$ cat src/rtl/aes_job_arbiter_if.sv
// Bundle between aes_job_arbiter and its requesters, the two cipher cores and the result consumer.
// master = arbiter side, slave = environment side.
interface aes_job_arbiter_if;
    logic         iREQ_E;
    logic         iREQ_D;
    logic [127:0] iDATA_E;
    logic [127:0] iDATA_D;
    logic         oACK_E;
    logic         oACK_D;
    logic [127:0] iKEY;
    logic         oCORE_RST_n;
    logic         oLD_E;
    logic         oLD_D;
    logic         oKLD_D;
    logic [127:0] oTEXT_IN;
    logic         iE_DONE;
    logic         iD_DONE;
    logic [127:0] iE_TEXT;
    logic [127:0] iD_TEXT;
    logic         oRES_VALID;
    logic [127:0] oRES_DATA;
    logic         oRES_MODE;
    logic         iRES_READY;
    logic         oBUSY;
    logic [15:0]  oBLK_CNT;
    logic         oERR;

    modport master (
        input  iREQ_E, iREQ_D, iDATA_E, iDATA_D, iKEY,
        input  iE_DONE, iD_DONE, iE_TEXT, iD_TEXT, iRES_READY,
        output oACK_E, oACK_D, oCORE_RST_n, oLD_E, oLD_D, oKLD_D, oTEXT_IN,
        output oRES_VALID, oRES_DATA, oRES_MODE, oBUSY, oBLK_CNT, oERR
    );

    modport slave (
        output iREQ_E, iREQ_D, iDATA_E, iDATA_D, iKEY,
        output iE_DONE, iD_DONE, iE_TEXT, iD_TEXT, iRES_READY,
        input  oACK_E, oACK_D, oCORE_RST_n, oLD_E, oLD_D, oKLD_D, oTEXT_IN,
        input  oRES_VALID, oRES_DATA, oRES_MODE, oBUSY, oBLK_CNT, oERR
    );
endinterface

$ cat src/rtl/aes_job_arbiter.sv
// Round-robin job arbiter sharing one AES encrypt core and one AES decrypt core.
// Define AES_WATCHDOG_EN to add the RUN watchdog, the sticky oERR flag and the ABORT state.
module aes_job_arbiter #(
    parameter int unsigned KEYWAIT_CYC = 12,
    parameter int unsigned TIMEOUT_CYC = 64
) (
    input logic               iCLK,
    input logic               iRST,
    aes_job_arbiter_if.master bus
);
    localparam int unsigned CNT_MAX = (KEYWAIT_CYC > TIMEOUT_CYC) ? KEYWAIT_CYC : TIMEOUT_CYC;
    localparam int unsigned CNT_W   = $clog2(CNT_MAX + 1);

    typedef enum logic [2:0] {
        IDLE, CRST, KLD, KWAIT, LOAD, RUN, OUT
`ifdef AES_WATCHDOG_EN
        , ABORT
`endif
    } state_e;

    state_e             state_q, state_d;
    logic [CNT_W-1:0]   cnt_q, cnt_d;
    logic               mode_q, mode_d;       // 0 = encrypt, 1 = decrypt
    logic               last_q, last_d;
    logic               key_valid_q, key_valid_d;
    logic [127:0]       key_q, key_d;
    logic [127:0]       text_q, text_d;
    logic [127:0]       res_data_q, res_data_d;
    logic               res_mode_q, res_mode_d;
    logic [15:0]        blk_q, blk_d;
    logic               ack_e_q, ack_e_d;
    logic               ack_d_q, ack_d_d;
    logic               rst_n_q, rst_n_d;
    logic               ld_e_q, ld_e_d;
    logic               ld_d_q, ld_d_d;
    logic               kld_q, kld_d;
    logic               valid_q, valid_d;
    logic               busy_q, busy_d;
    logic               grant;
`ifdef AES_WATCHDOG_EN
    logic               err_q, err_d;
`endif

    always_comb begin
        state_d     = state_q;
        cnt_d       = cnt_q;
        mode_d      = mode_q;
        last_d      = last_q;
        key_valid_d = key_valid_q;
        key_d       = key_q;
        text_d      = text_q;
        res_data_d  = res_data_q;
        res_mode_d  = res_mode_q;
        blk_d       = blk_q;
        ack_e_d     = 1'b0;
        ack_d_d     = 1'b0;
        grant       = 1'b0;
`ifdef AES_WATCHDOG_EN
        err_d       = err_q;
`endif

        case (state_q)
            IDLE: begin
                if (bus.iREQ_E || bus.iREQ_D) begin
                    // Contention goes to the mode that did not win last time.
                    grant   = bus.iREQ_D && (!bus.iREQ_E || !last_q);
                    mode_d  = grant;
                    last_d  = grant;
                    text_d  = grant ? bus.iDATA_D : bus.iDATA_E;
                    ack_e_d = !grant;
                    ack_d_d = grant;
                    cnt_d   = '0;
                    state_d = CRST;
                end
            end
            CRST: begin
                if (cnt_q == CNT_W'(1)) begin
                    cnt_d   = '0;
                    state_d = (mode_q && (!key_valid_q || bus.iKEY != key_q)) ? KLD : LOAD;
                end else begin
                    cnt_d = cnt_q + CNT_W'(1);
                end
            end
            KLD: begin
                key_d       = bus.iKEY;
                key_valid_d = 1'b1;
                cnt_d       = '0;
                state_d     = KWAIT;
            end
            KWAIT: begin
                if (cnt_q == CNT_W'(KEYWAIT_CYC - 1)) begin
                    state_d = LOAD;
                end else begin
                    cnt_d = cnt_q + CNT_W'(1);
                end
            end
            LOAD: begin
                cnt_d   = '0;
                state_d = RUN;
            end
            RUN: begin
                if (mode_q ? bus.iD_DONE : bus.iE_DONE) begin
                    res_data_d = mode_q ? bus.iD_TEXT : bus.iE_TEXT;
                    res_mode_d = mode_q;
                    state_d    = OUT;
                end
`ifdef AES_WATCHDOG_EN
                else if (cnt_q == CNT_W'(TIMEOUT_CYC - 1)) begin
                    err_d   = 1'b1;
                    cnt_d   = '0;
                    state_d = ABORT;
                end else begin
                    cnt_d = cnt_q + CNT_W'(1);
                end
`endif
            end
            OUT: begin
                if (bus.iRES_READY) begin
                    blk_d   = blk_q + 16'd1;
                    state_d = IDLE;
                end
            end
`ifdef AES_WATCHDOG_EN
            ABORT: begin
                key_valid_d = 1'b0;
                if (cnt_q == CNT_W'(1)) begin
                    state_d = IDLE;
                end else begin
                    cnt_d = cnt_q + CNT_W'(1);
                end
            end
`endif
            default: state_d = IDLE;
        endcase

        // Strobes are registered from the next state so they line up with the state itself.
        rst_n_d = (state_d != CRST)
`ifdef AES_WATCHDOG_EN
                  && (state_d != ABORT)
`endif
                  ;
        ld_e_d  = (state_d == LOAD) && !mode_d;
        ld_d_d  = (state_d == LOAD) && mode_d;
        kld_d   = (state_d == KLD);
        valid_d = (state_d == OUT);
        busy_d  = (state_d != IDLE);
    end

    always_ff @(posedge iCLK) begin
        if (iRST) begin
            state_q     <= IDLE;
            cnt_q       <= '0;
            mode_q      <= 1'b0;
            last_q      <= 1'b1;
            key_valid_q <= 1'b0;
            key_q       <= '0;
            text_q      <= '0;
            res_data_q  <= '0;
            res_mode_q  <= 1'b0;
            blk_q       <= '0;
            ack_e_q     <= 1'b0;
            ack_d_q     <= 1'b0;
            rst_n_q     <= 1'b1;
            ld_e_q      <= 1'b0;
            ld_d_q      <= 1'b0;
            kld_q       <= 1'b0;
            valid_q     <= 1'b0;
            busy_q      <= 1'b0;
`ifdef AES_WATCHDOG_EN
            err_q       <= 1'b0;
`endif
        end else begin
            state_q     <= state_d;
            cnt_q       <= cnt_d;
            mode_q      <= mode_d;
            last_q      <= last_d;
            key_valid_q <= key_valid_d;
            key_q       <= key_d;
            text_q      <= text_d;
            res_data_q  <= res_data_d;
            res_mode_q  <= res_mode_d;
            blk_q       <= blk_d;
            ack_e_q     <= ack_e_d;
            ack_d_q     <= ack_d_d;
            rst_n_q     <= rst_n_d;
            ld_e_q      <= ld_e_d;
            ld_d_q      <= ld_d_d;
            kld_q       <= kld_d;
            valid_q     <= valid_d;
            busy_q      <= busy_d;
`ifdef AES_WATCHDOG_EN
            err_q       <= err_d;
`endif
        end
    end

    assign bus.oACK_E      = ack_e_q;
    assign bus.oACK_D      = ack_d_q;
    assign bus.oCORE_RST_n = rst_n_q;
    assign bus.oLD_E       = ld_e_q;
    assign bus.oLD_D       = ld_d_q;
    assign bus.oKLD_D      = kld_q;
    assign bus.oTEXT_IN    = text_q;
    assign bus.oRES_VALID  = valid_q;
    assign bus.oRES_DATA   = res_data_q;
    assign bus.oRES_MODE   = res_mode_q;
    assign bus.oBUSY       = busy_q;
    assign bus.oBLK_CNT    = blk_q;
`ifdef AES_WATCHDOG_EN
    assign bus.oERR        = err_q;
`else
    assign bus.oERR        = 1'b0;
`endif
endmodule

$ cat src/flat_wrapper.sv
// flat-port wrapper written by rule: the top's interface ports become plain ports
module aes_job_arbiter_flat 
#(
    parameter int unsigned KEYWAIT_CYC = 12,
    parameter int unsigned TIMEOUT_CYC = 64
)
  (iCLK, iRST, bus_iREQ_E, bus_iREQ_D, bus_iDATA_E, bus_iDATA_D, bus_iKEY, bus_iE_DONE, bus_iD_DONE, bus_iE_TEXT, bus_iD_TEXT, bus_iRES_READY, bus_oACK_E, bus_oACK_D, bus_oCORE_RST_n, bus_oLD_E, bus_oLD_D, bus_oKLD_D, bus_oTEXT_IN, bus_oRES_VALID, bus_oRES_DATA, bus_oRES_MODE, bus_oBUSY, bus_oBLK_CNT, bus_oERR);
  aes_job_arbiter_if bus_i ();
  input logic iCLK;
  input logic iRST;
  input wire logic [$bits(bus_i.iREQ_E)-1:0] bus_iREQ_E;
  input wire logic [$bits(bus_i.iREQ_D)-1:0] bus_iREQ_D;
  input wire logic [$bits(bus_i.iDATA_E)-1:0] bus_iDATA_E;
  input wire logic [$bits(bus_i.iDATA_D)-1:0] bus_iDATA_D;
  input wire logic [$bits(bus_i.iKEY)-1:0] bus_iKEY;
  input wire logic [$bits(bus_i.iE_DONE)-1:0] bus_iE_DONE;
  input wire logic [$bits(bus_i.iD_DONE)-1:0] bus_iD_DONE;
  input wire logic [$bits(bus_i.iE_TEXT)-1:0] bus_iE_TEXT;
  input wire logic [$bits(bus_i.iD_TEXT)-1:0] bus_iD_TEXT;
  input wire logic [$bits(bus_i.iRES_READY)-1:0] bus_iRES_READY;
  output wire logic [$bits(bus_i.oACK_E)-1:0] bus_oACK_E;
  output wire logic [$bits(bus_i.oACK_D)-1:0] bus_oACK_D;
  output wire logic [$bits(bus_i.oCORE_RST_n)-1:0] bus_oCORE_RST_n;
  output wire logic [$bits(bus_i.oLD_E)-1:0] bus_oLD_E;
  output wire logic [$bits(bus_i.oLD_D)-1:0] bus_oLD_D;
  output wire logic [$bits(bus_i.oKLD_D)-1:0] bus_oKLD_D;
  output wire logic [$bits(bus_i.oTEXT_IN)-1:0] bus_oTEXT_IN;
  output wire logic [$bits(bus_i.oRES_VALID)-1:0] bus_oRES_VALID;
  output wire logic [$bits(bus_i.oRES_DATA)-1:0] bus_oRES_DATA;
  output wire logic [$bits(bus_i.oRES_MODE)-1:0] bus_oRES_MODE;
  output wire logic [$bits(bus_i.oBUSY)-1:0] bus_oBUSY;
  output wire logic [$bits(bus_i.oBLK_CNT)-1:0] bus_oBLK_CNT;
  output wire logic [$bits(bus_i.oERR)-1:0] bus_oERR;
  assign bus_i.iREQ_E = bus_iREQ_E;
  assign bus_i.iREQ_D = bus_iREQ_D;
  assign bus_i.iDATA_E = bus_iDATA_E;
  assign bus_i.iDATA_D = bus_iDATA_D;
  assign bus_i.iKEY = bus_iKEY;
  assign bus_i.iE_DONE = bus_iE_DONE;
  assign bus_i.iD_DONE = bus_iD_DONE;
  assign bus_i.iE_TEXT = bus_iE_TEXT;
  assign bus_i.iD_TEXT = bus_iD_TEXT;
  assign bus_i.iRES_READY = bus_iRES_READY;
  assign bus_oACK_E = bus_i.oACK_E;
  assign bus_oACK_D = bus_i.oACK_D;
  assign bus_oCORE_RST_n = bus_i.oCORE_RST_n;
  assign bus_oLD_E = bus_i.oLD_E;
  assign bus_oLD_D = bus_i.oLD_D;
  assign bus_oKLD_D = bus_i.oKLD_D;
  assign bus_oTEXT_IN = bus_i.oTEXT_IN;
  assign bus_oRES_VALID = bus_i.oRES_VALID;
  assign bus_oRES_DATA = bus_i.oRES_DATA;
  assign bus_oRES_MODE = bus_i.oRES_MODE;
  assign bus_oBUSY = bus_i.oBUSY;
  assign bus_oBLK_CNT = bus_i.oBLK_CNT;
  assign bus_oERR = bus_i.oERR;
  aes_job_arbiter #(.KEYWAIT_CYC(KEYWAIT_CYC), .TIMEOUT_CYC(TIMEOUT_CYC)) u_core (.iCLK(iCLK), .iRST(iRST), .bus(bus_i));
endmodule
$ cat config.mk
export PLATFORM = sky130hd
export DESIGN_NAME = aes_job_arbiter_flat
export DESIGN_NICKNAME = d
export VERILOG_FILES = /design/src/rtl/aes_job_arbiter_if.sv /design/src/rtl/aes_job_arbiter.sv /design/src/flat_wrapper.sv
export SDC_FILE = /design/constraint.sdc
export NUM_CORES = 1
export LEC_CHECK = 0
export ABC_CLOCK_PERIOD_IN_PS = 4450
export BUFFER_PORTS_ARGS = -buffer_cell sky130_fd_sc_hd__buf_2
export CORE_AREA = 2 2 363 365
export CTS_CLUSTER_SIZE = 8
export DETAILED_ROUTE_END_ITERATION = 8
export DIE_AREA = 0 0 365 367
export HOLD_SLACK_MARGIN = 0.1
export SYNTH_ARGS = -nofsm -noshare
export SYNTH_HDL_FRONTEND = slang
export SYNTH_SLANG_ARGS = --single-unit
$ cat constraint.sdc
create_clock -name iCLK -period 4.45 [get_ports iCLK]
set_input_delay 0.6675 -clock iCLK [delete_from_list [all_inputs] [get_ports iCLK]]
set_output_delay 0.6675 -clock iCLK [all_outputs]
set_load 0.01 [all_outputs]
# Word level (Yosys, flattened, before mapping)
# Cells that the tools add are included.
[op_classes]
add_sub_neg = 2
eq_ne = 15
muxes = 16
bitwise = 2
n_reduce_logical = 21
[op_table]
columns = ["operator", "count"]
rows = [
  ["$mux 128", 2],
  ["$ne 128x128->1", 1],
  ["$pmux 7 s4", 1],
  ["$mux 7", 3],
  ["$pmux 3 s7", 1],
  ["$mux 3", 6],
  ["$add 16x1->16 const B", 1],
  ["$eq 3x3->1 const B", 5],
  ["$eq 3x2->1 const B", 3],
  ["$add 7x1->7 const B", 1],
  ["$eq 7x1->1 const B", 1],
  ["$eq 7x4->1 const B", 1],
  ["$reduce_and 2->1", 3],
  ["$logic_not 1->1", 5],
  ["$logic_and 1x1->1", 4],
  ["$reduce_bool 4->1", 1],
  ["$eq 3x1->1 const B", 1],
  ["$logic_not 3->1", 1],
  ["$logic_or 1x1->1", 3],
  ["$mux 1", 3],
  ["$ne 3x1->1 const B", 1],
  ["$reduce_and 3->1", 1],
  ["$reduce_bool 3->1", 1],
  ["$reduce_or 3->1", 1],
  ["4 further kinds", 5],
]
[totals]
regBits = 422
in_bits = 647
elab_cells = 74

# Logic depth before layout (Yosys ltp)
# Gate-level depths: netlist of run 1.
[depth]
word_depth = 8
ltp_mapped = 8
ltp_nobuf = 8

# Worst setup path after synthesis of run 1
# OpenSTA, ideal clock, no wires.
[synth_timing]
path_type = "input to register"
start = "input bus_iKEY[24]"
end = "register u_core.state_q[2]"
setup_time_ps = 67
t_arrival_ps = 2189
slack_ps = 2194
cell_stages = 7
path_buffers = 0
cell_sequence = "xor2_1 a221o_1 or4_1 nor4_1 nand4_1 a21bo_1 a21oi_2"
[synth_between]
elab_chain_len = 6
[synth_rtl]
columns = ["element", "line_no", "source"]
rows = [
  ["from (decl)", "flat_wrapper.sv:15", "input wire logic [$bits(bus_i.iKEY)-1:0] bus_iKEY;"],
  ["$ne 128x128->1", "aes_job_arbiter.sv:79", "state_d = (mode_q && (!key_valid_q || bus.iKEY != key_q)) ? KLD : LOAD;"],
  ["$logic_or 1x1->1", "aes_job_arbiter.sv:79", ""],
  ["$logic_and 1x1->1", "aes_job_arbiter.sv:79", ""],
  ["$mux 3", "aes_job_arbiter.sv:79", ""],
  ["$mux 3", "aes_job_arbiter.sv:77", "if (cnt_q == CNT_W'(1)) begin"],
  ["$pmux 3 s7", "aes_job_arbiter.sv:62", "case (state_q)"],
  ["to (signal assigned)", "aes_job_arbiter.sv:173", "state_q <= state_d;"],
  ["to (decl)", "aes_job_arbiter.sv:21", "state_e state_q, state_d;"],
]
# No other way between the ends.
# A chain may end at the register's enable or synchronous reset.

# Worst setup path after layout of run 1
[layout_timing]
start = "register u_core.state_q[1]"
end = "register u_core.text_q[43] (netlist: u_core.bus.oTEXT_IN[43])"
[layout_between]
elab_chain_len = 2
[layout_rtl]
columns = ["element", "line_no", "source"]
rows = [
  ["$logic_not 3->1", "aes_job_arbiter.sv:62", ""],
  ["$reduce_and 2->1 (no line)", "-", ""],
  ["to (signal assigned)", "aes_job_arbiter.sv:179", "text_q <= text_d;"],
  ["to (decl)", "aes_job_arbiter.sv:27", "logic [127:0] text_q, text_d;"],
]
# No other way between the ends.

==> results of run 1 <==
cell type report:
| type | instances | share of cell area |
|---|---|---|
| multi-input combinational | 1500 | 0.354 |
| sequential | 422 | 0.313 |
| timing repair buffer | 972 | 0.189 |
| tap | 1755 | 0.0814 |
| clock buffer | 66 | 0.0561 |
| inverter | 28 | 0.00390 |
| clock inverter | 3 | 0.00125 |
| antenna | 11 | 0.00102 |
placed cells by master (no fill, tap or decap), types with 2 or more instances in the layout:
cell	n
a2111oi_0	12
a211oi_1	257
a21oi_1	141
and2_1	2
and2_4	2
and3_1	2
and4_1	3
buf_12	9
buf_2	926
buf_4	36
clkbuf_1	6
clkbuf_16	59
dfxtp_1	421
diode_2	11
ha_1	3
inv_1	28
mux2i_1	258
nand2_1	275
nand2b_1	16
nand3_1	8
nand4_1	18
nor2_1	285
nor2b_1	41
nor3_1	6
nor3b_2	2
nor4_1	11
nor4_2	3
o2111a_1	3
o2111ai_1	2
o21ai_0	4
o21ai_1	4
o22ai_1	9
or3_1	7
or4_1	5
xnor2_1	32
xor2_1	65
how the worst min path moves through the flow:
| stage | slack, ns | depth (start not counted) | endpoint | start |
|---|---|---|---|---|
| floorplan | 0.44 | 1 | u_core.last_q | u_core.last_q |
| global placement | 0.44 | 2 | u_core.key_q[81] | u_core.key_q[81] |
| detailed placement | 0.45 | 2 | u_core.key_q[81] | u_core.key_q[81] |
| CTS | 0.22 | 3 | u_core.key_q[109] | bus_iKEY[109] |
| global route | 0.25 | 3 | u_core.key_q[36] | bus_iKEY[36] |
| finish | 0.30 | 3 | u_core.key_q[109] | bus_iKEY[109] |
worst reg2reg max path, cell delays in order, from the launching register on:
cell	delay [ns]
dfxtp_1	0.50
nor3_1	0.53
nor2b_4	0.91
buf_4	0.46
nor2_1	0.07
a211oi_1	0.22
cell families (layout without fill, tap and decap cells):
logic type,count (synthesis),count (layout),share of synthesized area
AOI/OAI and AO/OA,445,445,0.161
xor gates and xnor gates,97,97,0.0454
adders and majority gates,3,3,0.00201
buffers and inverters,194,1069,0.0413
DFF,422,422,0.452
muxes,259,259,0.139
other,1,12,0.000200
and+or+nand+nor,695,695,0.160
layer usage:
layer,vias up,track usage
met5,-,0
met4,34,0.0822
met3,197,0.0552
met2,808,0.254
met1,8495,0.161
li1,9168,-
report_power, final:
group | internal [mW] | switching [mW] | total, mW
clock | 2.35 | 1.68 | 4.03
sequential | 4.02 | 0.135 | 4.15
combinational | 0.760 | 1.22 | 1.98
total | 7.12 | 3.04 | 10.2
flip-flops by register name, summed over array words and instances (netlist names), 3 cells and up:
signal and cells:
u_core.bus.oRES_DATA 128, u_core.bus.oTEXT_IN 128, u_core.cnt_q 7, u_core.key_q 128, u_core.bus.oBLK_CNT 16, u_core.state_q 3
through the flow:
stage / cell area, sq um / util / instances
5_1_grt: 27000 / 0.207 / 4753
3_5_place_dp: 25400 / 0.195 / 4677
6_report: 27000 / 0.207 / 4757
4_1_cts: 26900 / 0.206 / 4746
3_3_place_gp: 25400 / 0.195 / 4677
2_1_floorplan: 18700 / - / 2116
==> impl_results.md, run 1 <==
- Yosys reg bits: 422
- Worst setup margin: 1.67 ns
- PostCTS Resize Cnt: 0
- Met2 wire len: 49600 microns
- Delay of the slowest critical-path stage: 0.91 ns
- Crit path launch: u_core.state_q[1]
- Worst EP required: 4.98 ns
- Ys Warns: 0
- Worst path top cell family by delay: simple AND/OR/NAND/NOR gates
- R2r setup slk: 1.67 ns
- EDFF count, synth: 0
- Worst-Margin Slew: 1.08 ns
- Min Tclk post-route: 2.78 ns
- Num ports: 929
- Reg clk slew, reported paths: 0.05 ns
- Root buffer cell: clkbuf_16
- Slowest library cell on the worst path: nor2b_4
- Hold buffer count at CTS: 0
- Starting density of the core: 0.143
- Die area: 0.134 sq mm
- DR WL met3: 9780 microns
- Initial antenna violation count: 37
- Syn nets: 2766
- Layout cells sized above 1: 0.352
- DP Worst Slack: 1.31 ns
- Final period utilization: 0.624
- Final TNS setup: 0 ns
- Synth Area per Inst: 8.84 sq um
- Post-synth top flop: dfxtp_1
- Cts bufs inserted: 59
- Core area: 0.130 sq mm
- DRT Wirelength: 104000 microns
- Register area: 0.00845 sq mm
- Overall power: 10.2 mW
- M1 WL: 38700 microns
- FFs w/ async S/R, synth: 0
- H-Tree Depth: 2
- Unrepaired setup endpoints after global routing: false
- Max-slew headroom: 0.280
- Global route overflow: 0
- Sequential area share after synthesis: 0.452
- Post-DP HPWL: 88000 microns
- Horiz. Die Dim: 365 microns
- Fillers: 14717
- Starting DRT DRC Count: 1159
- Via count: 18702
- Synth top area cells: dfxtp_1, mux2i_1, a211oi_1
- Critical path type: reg2reg
- First-pass GRT wire length: 139000 microns
- Startpoint types: register
- Post-synth top cells: dfxtp_1, nor2_1, nand2_1, mux2i_1, a211oi_1
- Reg2reg path depth: 5
- Number of global-route vias before repair: 18040
- Clk buf depth: 3
- Total track usage: 0.150
- Hold/Removal Path Class: in2reg
- # rows: 133
- Drt first pass iters: 5
- FF-to-FF Start: u_core.state_q[1]
- Worst IR Drop VDD: 0.254 mV
- Port-buffer cells: 927
- Post-DR wirelength/cell: 21.9 microns
- Yosys cell types: 55
- Bufs and invs on worst path: 1
- Final setup fails: 0
- Crit. path cell count: 5
- Worst r2r dst: u_core.bus.oTEXT_IN[43]
- Largest net degree at the start of global routing: 177
- CTS Sinks: 422
- Final Skew: 0.0221 ns
- Mapped Cells: 2116
- Critical-path cell list: nor3_1, nor2b_4, buf_4, nor2_1, a211oi_1
- Syn Std Cell Area: 0.0187 sq mm
- Slew Viols, Final: 0
- Top-count cell post-synth: dfxtp_1
- Yosys top cell by area: dfxtp_1
- Outcome: finished clean
- Gp weighted congestion: 0.938
- Worst hold slack: 0.296 ns
- Pleak: 11.1 nW
- Max Cap Violations: 0
- Hold Fails Final Rpt: 0
- Worst skew pair latency: 0.64 ns
- Routed vias/inst: 3.93
- CP max FO: 22
- Layout area overhead: 44.2%
- Routed Antenna Nets: 0
- Worst Setup End Kind: register
- CTS tree: yes
- Area of the multi-input gates: 0.00954 sq mm
- Die height: 367 microns
- Yosys top cell area share: 0.452
- DRC: 0
- Nets: 3633
- Pwr/cell area: 377 mW/mm^2
- Arrival @ worst endpoint: 3.31 ns
- Post CTS Setup Buffer Count: 0
- Fmax: 0.360 GHz
- Worst Setup EP: u_core.bus.oTEXT_IN[43]
- Uppermost layer routed: met5
(Power assumes the default switching activity.)
==> run 2, diff against run 1 <==
--- a/config.mk
+++ b/config.mk
@@ -5,12 +5,12 @@
 export SDC_FILE = /design/constraint.sdc
 export NUM_CORES = 1
 export LEC_CHECK = 0
-export ABC_CLOCK_PERIOD_IN_PS = 4450
+export ABC_CLOCK_PERIOD_IN_PS = 2700
 export BUFFER_PORTS_ARGS = -buffer_cell sky130_fd_sc_hd__buf_2
-export CORE_AREA = 2 2 363 365
+export CORE_AREA = 2 2 357 359
 export CTS_CLUSTER_SIZE = 8
 export DETAILED_ROUTE_END_ITERATION = 8
-export DIE_AREA = 0 0 365 367
+export DIE_AREA = 0 0 359 361
 export HOLD_SLACK_MARGIN = 0.1
 export SYNTH_ARGS = -nofsm -noshare
 export SYNTH_HDL_FRONTEND = slang
==> constraint.sdc (replaced) <==
create_clock -name iCLK -period 2.7 [get_ports iCLK]
set_input_delay 0.405 -clock iCLK [delete_from_list [all_inputs] [get_ports iCLK]]
set_output_delay 0.405 -clock iCLK [all_outputs]
set_load 0.01 [all_outputs]
==> run 2 against run 1 <==
  * Cell area up 12%
  * Maximum frequency up 7.2%
  * Clock skew up 0.0012 ns
  * Final cell count up 4.5%
  * Via count up 8.3%
  * Sequential cell count unchanged
  * Global-route usage up 1.0 points
  * Sequential power up 65%
  * Total power up 72%
  * Worst setup slack worse by 1.6 ns
  * Largest power group is now clock
  * Highest routed layer unchanged
==> impl_results.md, run 2 (same netlist as run 1, synthesis figures left out) <==
- Outcome: finished clean
- Initial antenna violation count: 30 (-19%)
- Fillers: 13553 (-7.9%)
- Global route overflow: 0 (unchanged)
- R2r setup slk: 0.11 ns (-1.56 ns)
- Total track usage: 0.160 (+0.0101)
- Comb pwr share: 0.215 (+0.020)
- Routed Antenna Nets: 0 (unchanged)
- Worst-Margin Slew: 0.678 ns (-0.402 ns)
- Pleak: 12.5 nW (+13%)
- CTS Sinks: 422 (unchanged)
- Final core occ: 0.241 (+0.0342)
- Slew Viols, Final: 0 (unchanged)
- Starting density of the core: 0.149 (+0.00578)
- Num ports: 929 (unchanged)
- Pwr/cell area: 580 mW/mm^2 (+54%)
- Gp weighted congestion: 0.952 (+1.5%)
- Register area: 0.00845 sq mm (unchanged)
- Post-DP HPWL: 87600 microns (-0.44%)
- Max-slew headroom: 0.535 (+0.255)
- Worst IR Drop VDD: 0.443 mV (+74%)
- Reg2reg path depth: 9 (+4)
- Non-Filler Instances: 4971 (+4.5%)
- Arrival @ worst endpoint: 3.16 ns (-0.15 ns)
- Via count: 20260 (+8.3%)
- Critical-path cell list: xnor2_2, buf_4, nand4_1, or4_1, nor4_1, buf_4, nand4_1, a21bo_1, a21oi_2
- Cts bufs inserted: 60 (+1.7%)
- Number of global-route vias before repair: 19916 (+10%)
- First-pass GRT wire length: 148000 microns (+6.6%)
- Hold/Removal Path Class: in2reg
- Switching pwr: 5.22 mW (+72%)
- Die area: 0.130 sq mm (-3.3%)
- Sw frac: 0.298 (-0.000397)
- CP max FO: 2 (-91%)
- Drt first pass iters: 7 (+2)
- Worst Setup End Kind: register
- DRC: 0 (unchanged)
- Post-DR wirelength/cell: 21.8 microns (-0.79%)
- Nets: 3951 (+8.8%)
- Layout area overhead: 61.5%
- Area after DPL: 0.0256 sq mm (+0.93%)
- Slowest library cell on the worst path: or4_1
- Routed vias/inst: 4.08 (+3.7%)
- Final period utilization: 0.959 (+0.335)
- Starting DRT DRC Count: 1271 (+9.7%)
- Largest net degree at the start of global routing: 89 (-50%)
- Worst setup margin: 0.109 ns (-1.56 ns)
- Startpoint types: register
- Final setup fails: 0 (unchanged)
- # rows: 130 (-2.3%)
- Area of the multi-input gates: 0.00953 sq mm (-0.12%)
- FF-to-FF Start: u_core.key_q[112]
- Fmax: 0.386 GHz (+7.2%)
- Unrepaired setup endpoints after global routing: false
- CTS tree: yes
- Port-buffer cells: 927 (unchanged)
- Worst hold stages: 3 (unchanged)
- Reg clk slew, reported paths: 0.06 ns (about the same)
- Critical path type: reg2reg
- Most common cell after layout, fill and taps aside: buf_2
- Placed Cells: 4595 (-1.8%)
- H-Tree Depth: 2 (unchanged)
- Worst EP required: 3.27 ns (-1.71 ns)
- Hold Crit Endpoint: u_core.bus.oRES_DATA[0]
- DRT Wirelength: 108000 microns (+3.7%)
- Max Cap Violations: 0 (unchanged)
- Internal: 12.3 mW (+72%)
- Delay of the slowest critical-path stage: 0.51 ns (-0.40 ns)
- Clk pwr share: 0.394 (-0.003)
- Final instance area: 0.0302 sq mm (+12%)
- Core area: 0.125 sq mm (-3.9%)
- Clk buf depth: 3 (unchanged)
- Horiz. Die Dim: 359 microns (-1.6%)
- Hold Fails Final Rpt: 0 (unchanged)
- Seq pwr share: 0.391 (-0.018)
- Worst r2r dst: u_core.state_q[2]
- DP Worst Slack: -0.177 ns (-1.49 ns)
- Min Tclk post-route: 2.59 ns (-0.186 ns)
- Root buffer cell: clkbuf_16
- Most frequent cells in the layout: buf_2, dfxtp_1, dlygate4sd3_1, nor2_1, nand2_1
- Worst skew pair latency: 0.64 ns (about the same)
- Final TNS setup: 0 ns (unchanged)
- Min-delay src: bus_iE_TEXT[0]
- Final Skew: 0.0233 ns (+0.00119 ns)
- Die height: 361 microns (-1.6%)
- Layout cells sized above 1: 0.325 (-0.0262)
==> run 2: worst max-delay path by stage <==
stage	endpoint	slack [ns]	depth (start not counted)	from
floorplan	u_core.state_q[2]	0.71	7	bus_iKEY[24]
global placement	u_core.state_q[2]	-0.19	10	bus_iKEY[112]
detailed placement	u_core.state_q[2]	-0.18	10	bus_iKEY[112]
CTS	u_core.state_q[2]	0.01	9	u_core.key_q[112]
global route	u_core.state_q[2]	0.06	9	u_core.key_q[112]
finish	u_core.state_q[2]	0.11	9	u_core.key_q[112]
==> run 2: through the flow <==
step | power [mW] | hold slack [ns]
CTS | 17.8 | 0.100
global placement | 10.3 | 0.442
detailed placement | 10.4 | 0.449
finish | 17.5 | 0.143
floorplan | 8.43 | 0.436
global route | 18.3 | 0.121
==> run 2: worst max-delay path, delay by kind of cell, from the launching register on <==
kind | cells | cell delay (ns)
simple gates | 4 | 1.30
compound gates | 2 | 0.35
flops | 1 | 0.33
buf+inv | 2 | 0.33
xor+xnor | 1 | 0.22
==> run 2: power groups by stage <==
stage	registers, mW	logic, mW	clock network (mW)
CTS	6.84	3.82	7.12
finish	6.84	3.77	6.90
floorplan	7.09	1.35	0
detailed placement	6.96	3.40	0
global placement	6.95	3.39	0
global route	6.88	4.05	7.36
==> run 2: repair_timing <==
action / in CTS / in global routing
gates resized for setup: 0 / 1
setup endpoints to repair: 0 / 1
buffers inserted: 0 / 0
hold endpoints to repair: 222 / 0
hold buffers: 294 / 0
==> run 2: cell type report <==
| cell class | count | share of cell area |
|---|---|---|
| Tap cell | 1650 | 0.0683 |
| Multi-Input combinational cell | 1500 | 0.315 |
| Antenna cell | 12 | 0.000994 |
| Sequential cell | 422 | 0.280 |
| Clock buffer | 65 | 0.0510 |
| Clock inverter | 5 | 0.00224 |
| Timing Repair Buffer | 1289 | 0.279 |
| Inverter | 28 | 0.00348 |
==> run 2: routing by layer <==
metal	track usage	share of wire
met1	0.175	0.38
met2	0.278	0.48
met3	0.0512	0.081
met4	0.0784	0.050
met5	0	0.00039
